$ cat src/rtl/div_pkg.sv
// div_pkg: shared types and helpers for the divider front-end.
//   div_state_e  : controller FSM states.
//   abs_val      : magnitude of a width-bit value that has been zero-extended to FN_W bits.
//   apply_sign   : conditional two's-complement negation.
//   DIV_ZERO_Q   : quotient pattern reported for a zero divisor (all ones).
// Helpers work on FN_W-bit containers. The caller slices the low D_WIDTH bits,
// so D_WIDTH must be below FN_W.
package div_pkg;

    typedef enum logic [1:0] {
        IDLE   = 2'd0,
        LAUNCH = 2'd1,
        BUSY   = 2'd2,
        RESULT = 2'd3
    } div_state_e;

    localparam int FN_W = 32;

    localparam logic [FN_W-1:0] DIV_ZERO_Q = '1;

    // The sign bit sits at position width-1 of the zero-extended value. The
    // low width bits of the 32-bit negation are the width-bit negation.
    function automatic logic [FN_W-1:0] abs_val(input logic [FN_W-1:0] value,
                                                input int              width,
                                                input logic            signed_en);
        if (signed_en && value[width-1]) begin
            return -value;
        end
        return value;
    endfunction

    function automatic logic [FN_W-1:0] apply_sign(input logic [FN_W-1:0] value,
                                                   input logic            neg);
        return neg ? -value : value;
    endfunction

endpackage

$ cat src/rtl/div_sign_adjust.sv
// div_sign_adjust: combinational sign handling around the unsigned divider.
//   dividend/divisor        : raw request operands
//   mag_dividend/mag_divisor: magnitudes handed to the divider
//   quot_neg/rem_neg        : signs the final result must carry, derived from the raw operands
//   div_quotient/remainder  : unsigned divider results
//   quot_neg_q/rem_neg_q    : signs registered when the request was accepted
//   fixed_quotient/remainder: divider results with the signs restored
// With SIGNED=0 everything passes straight through.
module div_sign_adjust
    import div_pkg::*;
#(
    parameter int D_WIDTH = 4,
    parameter int SIGNED  = 0
) (
    input  logic [D_WIDTH-1:0] dividend,
    input  logic [D_WIDTH-1:0] divisor,
    output logic [D_WIDTH-1:0] mag_dividend,
    output logic [D_WIDTH-1:0] mag_divisor,
    output logic               quot_neg,
    output logic               rem_neg,
    input  logic [D_WIDTH-1:0] div_quotient,
    input  logic [D_WIDTH-1:0] div_remainder,
    input  logic               quot_neg_q,
    input  logic               rem_neg_q,
    output logic [D_WIDTH-1:0] fixed_quotient,
    output logic [D_WIDTH-1:0] fixed_remainder
);

    localparam logic SIGNED_EN = (SIGNED != 0);

    logic [FN_W-1:0] mag_dividend_w;
    logic [FN_W-1:0] mag_divisor_w;
    logic [FN_W-1:0] fixed_quotient_w;
    logic [FN_W-1:0] fixed_remainder_w;
    logic            unused_hi;

    assign mag_dividend_w    = abs_val(FN_W'(dividend), D_WIDTH, SIGNED_EN);
    assign mag_divisor_w     = abs_val(FN_W'(divisor), D_WIDTH, SIGNED_EN);
    assign fixed_quotient_w  = apply_sign(FN_W'(div_quotient), quot_neg_q);
    assign fixed_remainder_w = apply_sign(FN_W'(div_remainder), rem_neg_q);

    assign mag_dividend    = mag_dividend_w[D_WIDTH-1:0];
    assign mag_divisor     = mag_divisor_w[D_WIDTH-1:0];
    assign fixed_quotient  = fixed_quotient_w[D_WIDTH-1:0];
    assign fixed_remainder = fixed_remainder_w[D_WIDTH-1:0];

    // Truncating toward zero: the quotient is negative when the operand signs
    // differ, and the remainder follows the dividend.
    assign quot_neg = SIGNED_EN && (dividend[D_WIDTH-1] ^ divisor[D_WIDTH-1]);
    assign rem_neg  = SIGNED_EN && dividend[D_WIDTH-1];

    // The upper container bits are never used.
    assign unused_hi = ^{mag_dividend_w[FN_W-1:D_WIDTH], mag_divisor_w[FN_W-1:D_WIDTH],
                         fixed_quotient_w[FN_W-1:D_WIDTH], fixed_remainder_w[FN_W-1:D_WIDTH]};

endmodule

$ cat src/rtl/div_ctrl.sv
// div_ctrl: request/response front-end for the iterative divider stage.
//   i_clk, i_rstn                  : clock and async active-low reset (shared with the divider)
//   i_valid/o_ready, i_dividend/i_divisor        : request channel
//   o_valid/i_ready, o_quotient/o_remainder/o_div_by_zero : result channel
//   o_div_start, o_div_dividend/o_div_divisor    : divider launch (magnitudes)
//   i_div_done, i_div_quotient/i_div_remainder   : divider completion
// Handshakes: a transfer happens on a rising edge where valid && ready.
// Valid never depends on ready. While o_valid is high, the result is held
// stable until it is taken.
module div_ctrl
    import div_pkg::*;
#(
    parameter int D_WIDTH = 4,
    parameter int SIGNED  = 0
) (
    input  logic               i_clk,
    input  logic               i_rstn,
    input  logic               i_valid,
    output logic               o_ready,
    input  logic [D_WIDTH-1:0] i_dividend,
    input  logic [D_WIDTH-1:0] i_divisor,
    output logic               o_valid,
    input  logic               i_ready,
    output logic [D_WIDTH-1:0] o_quotient,
    output logic [D_WIDTH-1:0] o_remainder,
    output logic               o_div_by_zero,
    output logic               o_div_start,
    output logic [D_WIDTH-1:0] o_div_dividend,
    output logic [D_WIDTH-1:0] o_div_divisor,
    input  logic               i_div_done,
    input  logic [D_WIDTH-1:0] i_div_quotient,
    input  logic [D_WIDTH-1:0] i_div_remainder
);

    div_state_e state;
    div_state_e state_next;

    logic               quot_neg_q;
    logic               rem_neg_q;
    logic               quot_neg;
    logic               rem_neg;
    logic [D_WIDTH-1:0] mag_dividend;
    logic [D_WIDTH-1:0] mag_divisor;
    logic [D_WIDTH-1:0] fixed_quotient;
    logic [D_WIDTH-1:0] fixed_remainder;
    logic               accept;
    logic               capture;

    div_sign_adjust #(
        .D_WIDTH (D_WIDTH),
        .SIGNED  (SIGNED)
    ) u_sign_adjust (
        .dividend        (i_dividend),
        .divisor         (i_divisor),
        .mag_dividend    (mag_dividend),
        .mag_divisor     (mag_divisor),
        .quot_neg        (quot_neg),
        .rem_neg         (rem_neg),
        .div_quotient    (i_div_quotient),
        .div_remainder   (i_div_remainder),
        .quot_neg_q      (quot_neg_q),
        .rem_neg_q       (rem_neg_q),
        .fixed_quotient  (fixed_quotient),
        .fixed_remainder (fixed_remainder)
    );

    assign accept = o_ready && i_valid;
    // A done seen in BUSY is always fresh, because the start sampled at the end
    // of LAUNCH cleared any stale done. Leaving BUSY on that same edge means the
    // later, corrupted done cycles are never captured.
    assign capture = (state == BUSY) && i_div_done;

    always_ff @(posedge i_clk or negedge i_rstn) begin
        if (!i_rstn) begin
            state <= IDLE;
        end else begin
            state <= state_next;
        end
    end

    always_comb begin
        state_next  = state;
        o_ready     = 1'b0;
        o_valid     = 1'b0;
        o_div_start = 1'b0;
        case (state)
            IDLE: begin
                o_ready = 1'b1;
                if (i_valid) begin
                    state_next = (i_divisor == '0) ? RESULT : LAUNCH;
                end
            end
            LAUNCH: begin
                o_div_start = 1'b1;
                state_next  = BUSY;
            end
            BUSY: begin
                if (i_div_done) begin
                    state_next = RESULT;
                end
            end
            RESULT: begin
                o_valid = 1'b1;
                if (i_ready) begin
                    state_next = IDLE;
                end
            end
            default: state_next = IDLE;
        endcase
    end

    // The divider reads the divisor every iteration, so the operand registers
    // only change on accept.
    always_ff @(posedge i_clk or negedge i_rstn) begin
        if (!i_rstn) begin
            o_div_dividend <= '0;
            o_div_divisor  <= '0;
            quot_neg_q     <= 1'b0;
            rem_neg_q      <= 1'b0;
            o_quotient     <= '0;
            o_remainder    <= '0;
            o_div_by_zero  <= 1'b0;
        end else if (accept) begin
            o_div_dividend <= mag_dividend;
            o_div_divisor  <= mag_divisor;
            quot_neg_q     <= quot_neg;
            rem_neg_q      <= rem_neg;
            if (i_divisor == '0) begin
                o_quotient    <= DIV_ZERO_Q[D_WIDTH-1:0];
                o_remainder   <= i_dividend;
                o_div_by_zero <= 1'b1;
            end
        end else if (capture) begin
            o_quotient    <= fixed_quotient;
            o_remainder   <= fixed_remainder;
            o_div_by_zero <= 1'b0;
        end
    end

endmodule

$ cat config.mk
export PLATFORM = sky130hd
export DESIGN_NAME = div_ctrl
export DESIGN_NICKNAME = d
export VERILOG_FILES = /design/src/rtl/div_pkg.sv /design/src/rtl/div_sign_adjust.sv /design/src/rtl/div_ctrl.sv
export SDC_FILE = /design/constraint.sdc
export NUM_CORES = 1
export LEC_CHECK = 0
export ABC_AREA = 1
export CAP_MARGIN = 10
export CELL_PAD_IN_SITES_DETAIL_PLACEMENT = 0
export CELL_PAD_IN_SITES_GLOBAL_PLACEMENT = 1
export CORE_AREA = 4 4 62 64
export CTS_BUF_LIST = sky130_fd_sc_hd__clkbuf_8
export CTS_CLUSTER_DIAMETER = 60
export CTS_CLUSTER_SIZE = 8
export DETAILED_ROUTE_END_ITERATION = 6
export DIE_AREA = 0 0 66 68
export PLACE_DENSITY = 0.78
export SKIP_CTS_REPAIR_TIMING = 1
export SYNTH_ARGS = -nofsm -noshare
export SYNTH_HDL_FRONTEND = slang
export SYNTH_SLANG_ARGS = --single-unit
$ cat constraint.sdc
create_clock -name i_clk -period 1.65 [get_ports i_clk]
set_input_delay 0.2475 -clock i_clk [delete_from_list [all_inputs] [get_ports i_clk]]
set_output_delay 0.2475 -clock i_clk [all_outputs]
set_load 0.02 [all_outputs]
== Word-level counts from Yosys, hierarchy flattened ==
Cells that the tools add are included.
Cells by class
  reduce and logical (&&, ||, !) cells: 7
  muxes and demuxes: 17
  eq/ne operators: 7
Operators with widths (count)
  $mux W4: 6
  $mux W2: 4
  $pmux W2 S4: 1
  $mux W1: 6
  $ne A2 B2 Y1 const B: 3
  $eq A2 B2 Y1 const B: 2
  $logic_not A4 Y1: 1
  $reduce_and A3 Y1: 1
  $eq A2 B1 Y1 const B: 1
  $logic_and A1 B1 Y1: 2
  $logic_not A2 Y1: 1
  $ne A2 B1 Y1 const B: 1
  $reduce_and A2 Y1: 1
  $reduce_bool A2 Y1: 1
Storage, ports and cells
  output and inout port bits: 20
  input bits: 21
  logic and storage cells: 37
  bits in registers: 19

== Longest topological paths before layout ==
Gate-level depths: netlist of the first run.
  depth after elaboration: 5
  gate-level depth with buffers: 8
  mapped depth without buffers: 8

== Cells and area by module ==
Synthesis of the first run repeated with hierarchy kept, for this count alone.
Unflattened totals
  cell total of the unflattened synthesis: 170
  area total of the unflattened synthesis: 1296.2 um2
Modules (own cells, without submodules)
  div_ctrl: sequential area each 525.5 um2, instances 1, cells each 125, area each 1049.8 um2
  div_sign_adjust: sequential area each 0.0 um2, instances 1, cells each 45, area each 246.5 um2

== Least setup slack after synthesis of the first run ==
Ideal clock, no wire load.
  path type: reg-to-reg
  start: register state[0]
  end: register o_quotient[2]
  buffers on the path: 0
  library setup time: 117 ps
  required time: 1533 ps
  period minus slack after synthesis: 1447 ps
  setup slack: 203 ps
  stages on the path, launching flop included: 8
  data arrival time: 1329 ps
  path through: dfrtp_1 > inv_1 > ha_1 > nand2_4 > clkinv_4 > nand3_4 > nand3_1 > nand2_1
On the way
  cells in the longest elaborated chain, start to end: 5
  elaborated cells on any way between the ends: 9
  classes of those cells: eq/ne (2); mux (2); reduce/logical (5)
Ends and longest elaborated chain
  from (decl): RTL line div_ctrl.sv:35  | div_state_e state;
  from (signal assigned): RTL line div_ctrl.sv:77  | state <= state_next;
  $logic_not A2 Y1 *: RTL line div_ctrl.sv:86  | case (state)
  $mux W1 *: RTL line div_ctrl.sv:86
  net o_ready: RTL line div_ctrl.sv:19  | output logic o_ready,
  $logic_and A1 B1 Y1 *: RTL line div_ctrl.sv:67  | assign accept = o_ready && i_valid;
  $ne A2 B1 Y1 (no source line) / $reduce_bool A2 Y1 (equally long branches)
  $reduce_and A2 Y1 (no source line)
  to (signal assigned): RTL line div_ctrl.sv:129  | o_quotient <= DIV_ZERO_Q[D_WIDTH-1:0];
  to (signal assigned): RTL line div_ctrl.sv:134  | o_quotient <= fixed_quotient;
  to (decl): RTL line div_ctrl.sv:24  | output logic [D_WIDTH-1:0] o_quotient,
The timed path passes the listed nets; every way through them passes the cells marked *.
A chain may end at the register's enable or synchronous reset.

== Worst setup path after layout of the first run ==
  start: register o_div_dividend[0]
  end: output o_div_dividend[0]
RTL lines
  from (decl): RTL line div_ctrl.sv:28  | output logic [D_WIDTH-1:0] o_div_dividend,
  from (signal assigned): RTL line div_ctrl.sv:124  | o_div_dividend <= mag_dividend;
No word-level cell between the ends.

==> flow_metrics.tcl, run 1 <==
set metrics [dict create \
    clkLatencyLatePin_ps 250 \
    htree_levels 1 \
    drtAntennaViolNets 0 \
    clock-sinks 19 \
    nNetsFinal 188 \
    grt_pass1_wl_microns 3910 \
    synth_cell_types 15 \
    status "complete, no violations" \
    worst_pin_slew_ps 257 \
    critPathKind "reg -> out" \
    rsz0062_at_grt "no" \
    die_width_microns 66 \
    ir_drop_mv 0.388 \
    syn-num-nets 139 \
    totalWireLength_microns 2380 \
    pre_cts_ws_ps 65.5 \
    pwr_density_cell_mw_per_mm2 1740 \
    cp.buffers_inverters 1 \
    gp_congestion 0.750 \
    worstPathArrival_ps 1230 \
    start_util_pct 28.7 \
    end_kind "primary output" \
    layout_setup_ws_ps 174 \
    drive_gt1_share_pct 9.38 \
    grt_use_total_pct 11.5 \
    synth_area_leaders "dfrtp_1, nand2_1, ha_1" \
    worstPathMaxFanout 2 \
    drt_iter0_markers 25 \
    min_period_over_period_pct 89.4 \
    first_global_vias 902 \
    start_kind "flop" \
    syn_area_per_cell_sq_um 8.41 \
    port_buffers 40 \
    antenna_found_initial 0 \
    vias 877 \
    yosys.area.top_type "dfrtp_1" \
    clk_pin_slew_ps 70 \
    syn_area_sq_um 942 \
    ff2ff_setup_slack_ps 180 \
    route.detailed.drc 0 \
    cts_root_buffer "clkbuf_8" \
    diodes 0 \
    slowest_stage "clkdlybuf4s50_1" \
    area_growth_pct 58.6 \
    n_fill_cell 343 \
    ys_ff_latch 19 \
    utilization_pct 45.5 \
    max-cap-violations 0 \
    leakage_nw 0.787 \
    max_freq_mhz 678 \
    tns_ps 0 \
    max_stage_delay_ps 610 \
    die-area_sq_mm 0.00449 \
    skew_ps 1.94 \
    drv_slew 0 \
    cts_tree "built" \
    hold_viol 0 \
    finalSetupViolations 0 \
    clk_path_buf_depth 2 \
    netlist.area_leader.share_pct 50.5 \
    viasPerCell 4.26 \
    relSlewSlack_pct 82.8 \
    io-pin-count 41 \
    yosysWarnings 0 \
    yosysSeqAreaShare_pct 50.5 \
    cts_inserted_buffers 3 \
    final_cell_area_sq_mm 0.00149 \
    die_y_microns 68 \
    overflow 0 \
    placementRows 21 \
    hold_class "in -> async" \
    drtPass1Iterations 4 \
    dpl.hpwl_microns 1940 \
    cp_num_cells 1 \
    path_cells "clkdlybuf4s50_1" \
    synthCells 112 \
    grt_max_degree 20 \
    required_ps 1400 \
    finalCriticalPeriod_ps 1480 \
    core_area_sq_mm 0.00328 \
    crit_family "buffers and inverters" \
    routedWlPerCell_microns 11.5 \
    rr_worst_depth 9 \
    place_area_sq_mm 0.00143 \
]
-- metrics by stage --
stage | std cells | total power, W | hold WS (ps)
finish | 206 | 0.00260 | 325
global route | 206 | 0.00282 | 338
CTS | 205 | 0.00263 | 335
detailed placement | 201 | 0.00230 | 473
global placement | 201 | 0.00226 | 454
floorplan | 112 | 0.00160 | -48.1
-- placed cells by master (no fill, tap or decap) --
master and instances:
nand2_1 56, clkdlybuf4s50_1 37, dfrtp_1 19, nand3_1 10
inv_1 6, ha_1 6, buf_4 5, nor2_1 3
nand4_1 3, clkbuf_8 3, dlymetal6s2s_1 3, nand2_4 2
nand3_4 2, clkinv_4 1, inv_2 1, o21ai_1 1
or2_0 1, clkinv_2 1
-- flip-flops by register name (all words and copies together), names as in the netlist --
signal,flops
o_div_by_zero,1
o_div_dividend,4
o_div_divisor,4
o_quotient,4
o_remainder,4
state,2
-- Yosys cell counts --
master,count
ha_1,6
inv_1,6
o21ai_1,1
nand3_2,1
clkinv_4,1
dfrtp_1,19
nand4_1,3
buf_2,1
nand2_4,2
nand3_1,10
nor2_1,3
nand2_1,56
or2_0,1
nand3_4,1
inv_2,1
-- final timing paths --
kind	start	to
max reg2reg	state[0]	o_remainder[0]
max	o_div_dividend[0]	o_div_dividend[0]
min reg2reg	o_div_divisor[0]	o_div_divisor[0]
max in group asynchronous	i_rstn	state[0]
min	i_rstn	o_div_dividend[2]
min in group i_clk	o_div_divisor[0]	o_div_divisor[0]
-- kinds of logic after synthesis --
kind of cell | after synthesis | synth area share, %
AO/OA/AOI/OAI | 1 | 0.531
adder cells (fa/ha/maj) | 6 | 7.97
buffers and inverters | 9 | 4.25
flip-flops | 19 | 50.5
AND/OR/NAND/NOR | 77 | 36.8
-- where the power goes --
part           leakage [nW]  internal (W)  switching [W]  total, W
clock network        0.0255      0.000167       0.000150  0.000318
logic                 0.524      0.000680       0.000789   0.00147
registers             0.238      0.000684       0.000125  0.000810
-- final cells by class --
| type | count | area [sq um] | area share [%] |
|---|---|---|---|
| Clock buffer | 3 | 41.3 | 2.76 |
| Clock inverter | 1 | 5.00 | 0.335 |
| Inverter | 8 | 35.0 | 2.35 |
| Multi-Input combinational cell | 84 | 434 | 29.1 |
| Sequential cell | 19 | 475 | 31.8 |
| Tap cell | 46 | 57.6 | 3.85 |
| Timing Repair Buffer | 45 | 445 | 29.8 |
-- layer usage --
metal / routed length, microns / part of all wire, % / GRT usage (%)
met3: 89 / 3.7 / 1.97
met4: 41 / 1.7 / 6.09
met1: 910 / 38 / 12.0
met2: 1340 / 56 / 21.9
met5: 0 / 0 / 0
No activity file was read; power rests on OpenSTA's default activity.
==> inputs of run 2 (changes only) <==
--- a/config.mk
+++ b/config.mk
@@ -6,7 +6,7 @@
 export NUM_CORES = 1
 export LEC_CHECK = 0
 export ABC_AREA = 1
-export CAP_MARGIN = 10
+export CAP_MARGIN = 20
 export CELL_PAD_IN_SITES_DETAIL_PLACEMENT = 0
 export CELL_PAD_IN_SITES_GLOBAL_PLACEMENT = 1
 export CORE_AREA = 4 4 62 64
@@ -16,6 +16,7 @@
 export DETAILED_ROUTE_END_ITERATION = 6
 export DIE_AREA = 0 0 66 68
 export PLACE_DENSITY = 0.78
+export RECOVER_POWER = 100
 export SKIP_CTS_REPAIR_TIMING = 1
 export SYNTH_ARGS = -nofsm -noshare
 export SYNTH_HDL_FRONTEND = slang
==> run 2 against run 1 <==
Effect of this change: design area down 2.3%; largest power group unchanged; sequential power shrank 1%; clock power barely moved; power down 4.8%; highest routed layer unchanged; cell count stayed put; worst setup slack worse by 68 ps; fmax is 4.4% lower; critical path type unchanged.
==> flow_metrics.tcl, run 2 (same netlist as run 1, synthesis figures left out) <==
set metrics [dict create \
    drive_gt1_share_pct 8.13 \
    status "complete, no violations" \
    drtAntennaViolNets 0 \
    core_area_sq_mm 0.00328 \
    clk_pin_slew_ps 70 \
    path_cells "dlygate4sd3_1" \
    start_util_pct 28.7 \
    viasPerCell 4.28 \
    grt_use_total_pct 11.5 \
    worst_pin_slew_ps 988 \
    swShare_pct 42.9 \
    finalSetupViolations 0 \
    rsz0062_at_grt "no" \
    wl_met3_microns 88 \
    crit_family "buffers and inverters" \
    critPathKind "reg -> out" \
    p_sw_w 0.00106 \
    clock-sinks 19 \
    route.detailed.drc 0 \
    die_y_microns 68 \
    cts_root_buffer "clkbuf_8" \
    ff2ff_setup_slack_ps 180 \
    clkLatencyLatePin_ps 250 \
    vias 881 \
    slowest_stage "dlygate4sd3_1" \
    drv_slew 0 \
    ir_drop_mv 0.383 \
    overflow 0 \
    start_kind "flop" \
    relSlewSlack_pct 34.2 \
    port_buffers 40 \
    placementRows 21 \
    max_freq_mhz 648 \
    diodes 0 \
    gp_congestion 0.750 \
    n_fill_cell 349 \
    clockPowerShare_pct 12.9 \
    cts_tree "built" \
    hold_viol 0 \
    die-area_sq_mm 0.00449 \
    skew_ps 1.95 \
    pwr_density_cell_mw_per_mm2 1690 \
    max_stage_delay_ps 660 \
    min_period_over_period_pct 93.5 \
    grt_max_degree 20 \
    dp_cells 201 \
    worstPathArrival_ps 1300 \
    seq_area_sq_um 475 \
    nNetsFinal 188 \
    antenna_found_initial 0 \
    pwr-share-comb_pct 54.7 \
    cp.buffers_inverters 1 \
    htree_levels 1 \
    layout_common_cells "nand2_1, clkdlybuf4s50_1, dfrtp_1" \
    io-pin-count 41 \
    area_growth_pct 55.0 \
    finalCriticalPeriod_ps 1540 \
    dpl.hpwl_microns 1940 \
    hold_class "reg -> reg" \
    required_ps 1400 \
    routedWlPerCell_microns 11.6 \
    whs_ps 479 \
    max-cap-violations 0 \
    cts_inserted_buffers 3 \
    end_kind "primary output" \
    multi_input_area_sq_um 434 \
    layout_commonest_cell "nand2_1" \
    first_global_vias 902 \
    final_cells 206 \
    highest_layer "met4" \
    grt_pass1_wl_microns 3910 \
    worstPathMaxFanout 2 \
    wl_met2_microns 1330 \
    sequentialPowerShare_pct 32.4 \
    met1_length_microns 920 \
    totalWireLength_microns 2380 \
    leakage_nw 0.757 \
    drtPass1Iterations 4 \
    die_width_microns 66 \
    clk_path_buf_depth 2 \
    drt_iter0_markers 26 \
    internal_power_w 0.00141 \
]
[run 2: metal layers]
layer  vias up  track usage, %
li1        449               -
met3         2            1.97
met5         -               0
met1       414            12.0
met2        16            21.9
met4         0            6.09
[run 2: final cells by class]
type,instances,share of cell area (%)
sequential,19,32.6
multi-input combinational,84,29.7
timing repair buffer,45,28.2
tap,46,3.94
clock buffer,3,2.83
inverter,8,2.40
clock inverter,1,0.343
[run 2: final timing paths]
check                                  startpoint                 to  cells past startpoint
max in group asynchronous                  i_rstn           state[0]                      2
worst min-delay path             o_div_divisor[0]   o_div_divisor[0]                      2
worst max-delay path            o_div_dividend[0]  o_div_dividend[0]                      1
min in group asynchronous                  i_rstn  o_div_dividend[2]                      2
worst max register to register           state[0]     o_remainder[0]                      9
worst min register to register   o_div_divisor[0]   o_div_divisor[0]                      2
[run 2: through the flow]
| stage | TNS, ps | area (sq um) | util, % | setup slack (ps) | power, W |
|---|---|---|---|---|---|
| after floorplan | 0 | 942 | - | 203 | 0.00160 |
| final | 0 | 1460 | 44.5 | 107 | 0.00247 |
| after global routing | 0 | 1460 | 44.5 | 33.4 | 0.00269 |
| after detailed placement | 0 | 1430 | 43.4 | 65.5 | 0.00230 |
| after global placement | 0 | 1430 | 43.4 | 129 | 0.00226 |
| after CTS | -489 | 1470 | 44.8 | -219 | 0.00263 |
[run 2: power by group through the flow]
| stage | clock network [W] | registers (W) | logic, W |
|---|---|---|---|
| 2_1_floorplan | 0 | 0.00105 | 0.000552 |
| 3_3_place_gp | 0 | 0.000821 | 0.00144 |
| 3_5_place_dp | 0 | 0.000835 | 0.00147 |
| 4_1_cts | 0.000333 | 0.000825 | 0.00147 |
| 5_1_grt | 0.000367 | 0.000827 | 0.00150 |
| 6_report | 0.000318 | 0.000802 | 0.00135 |
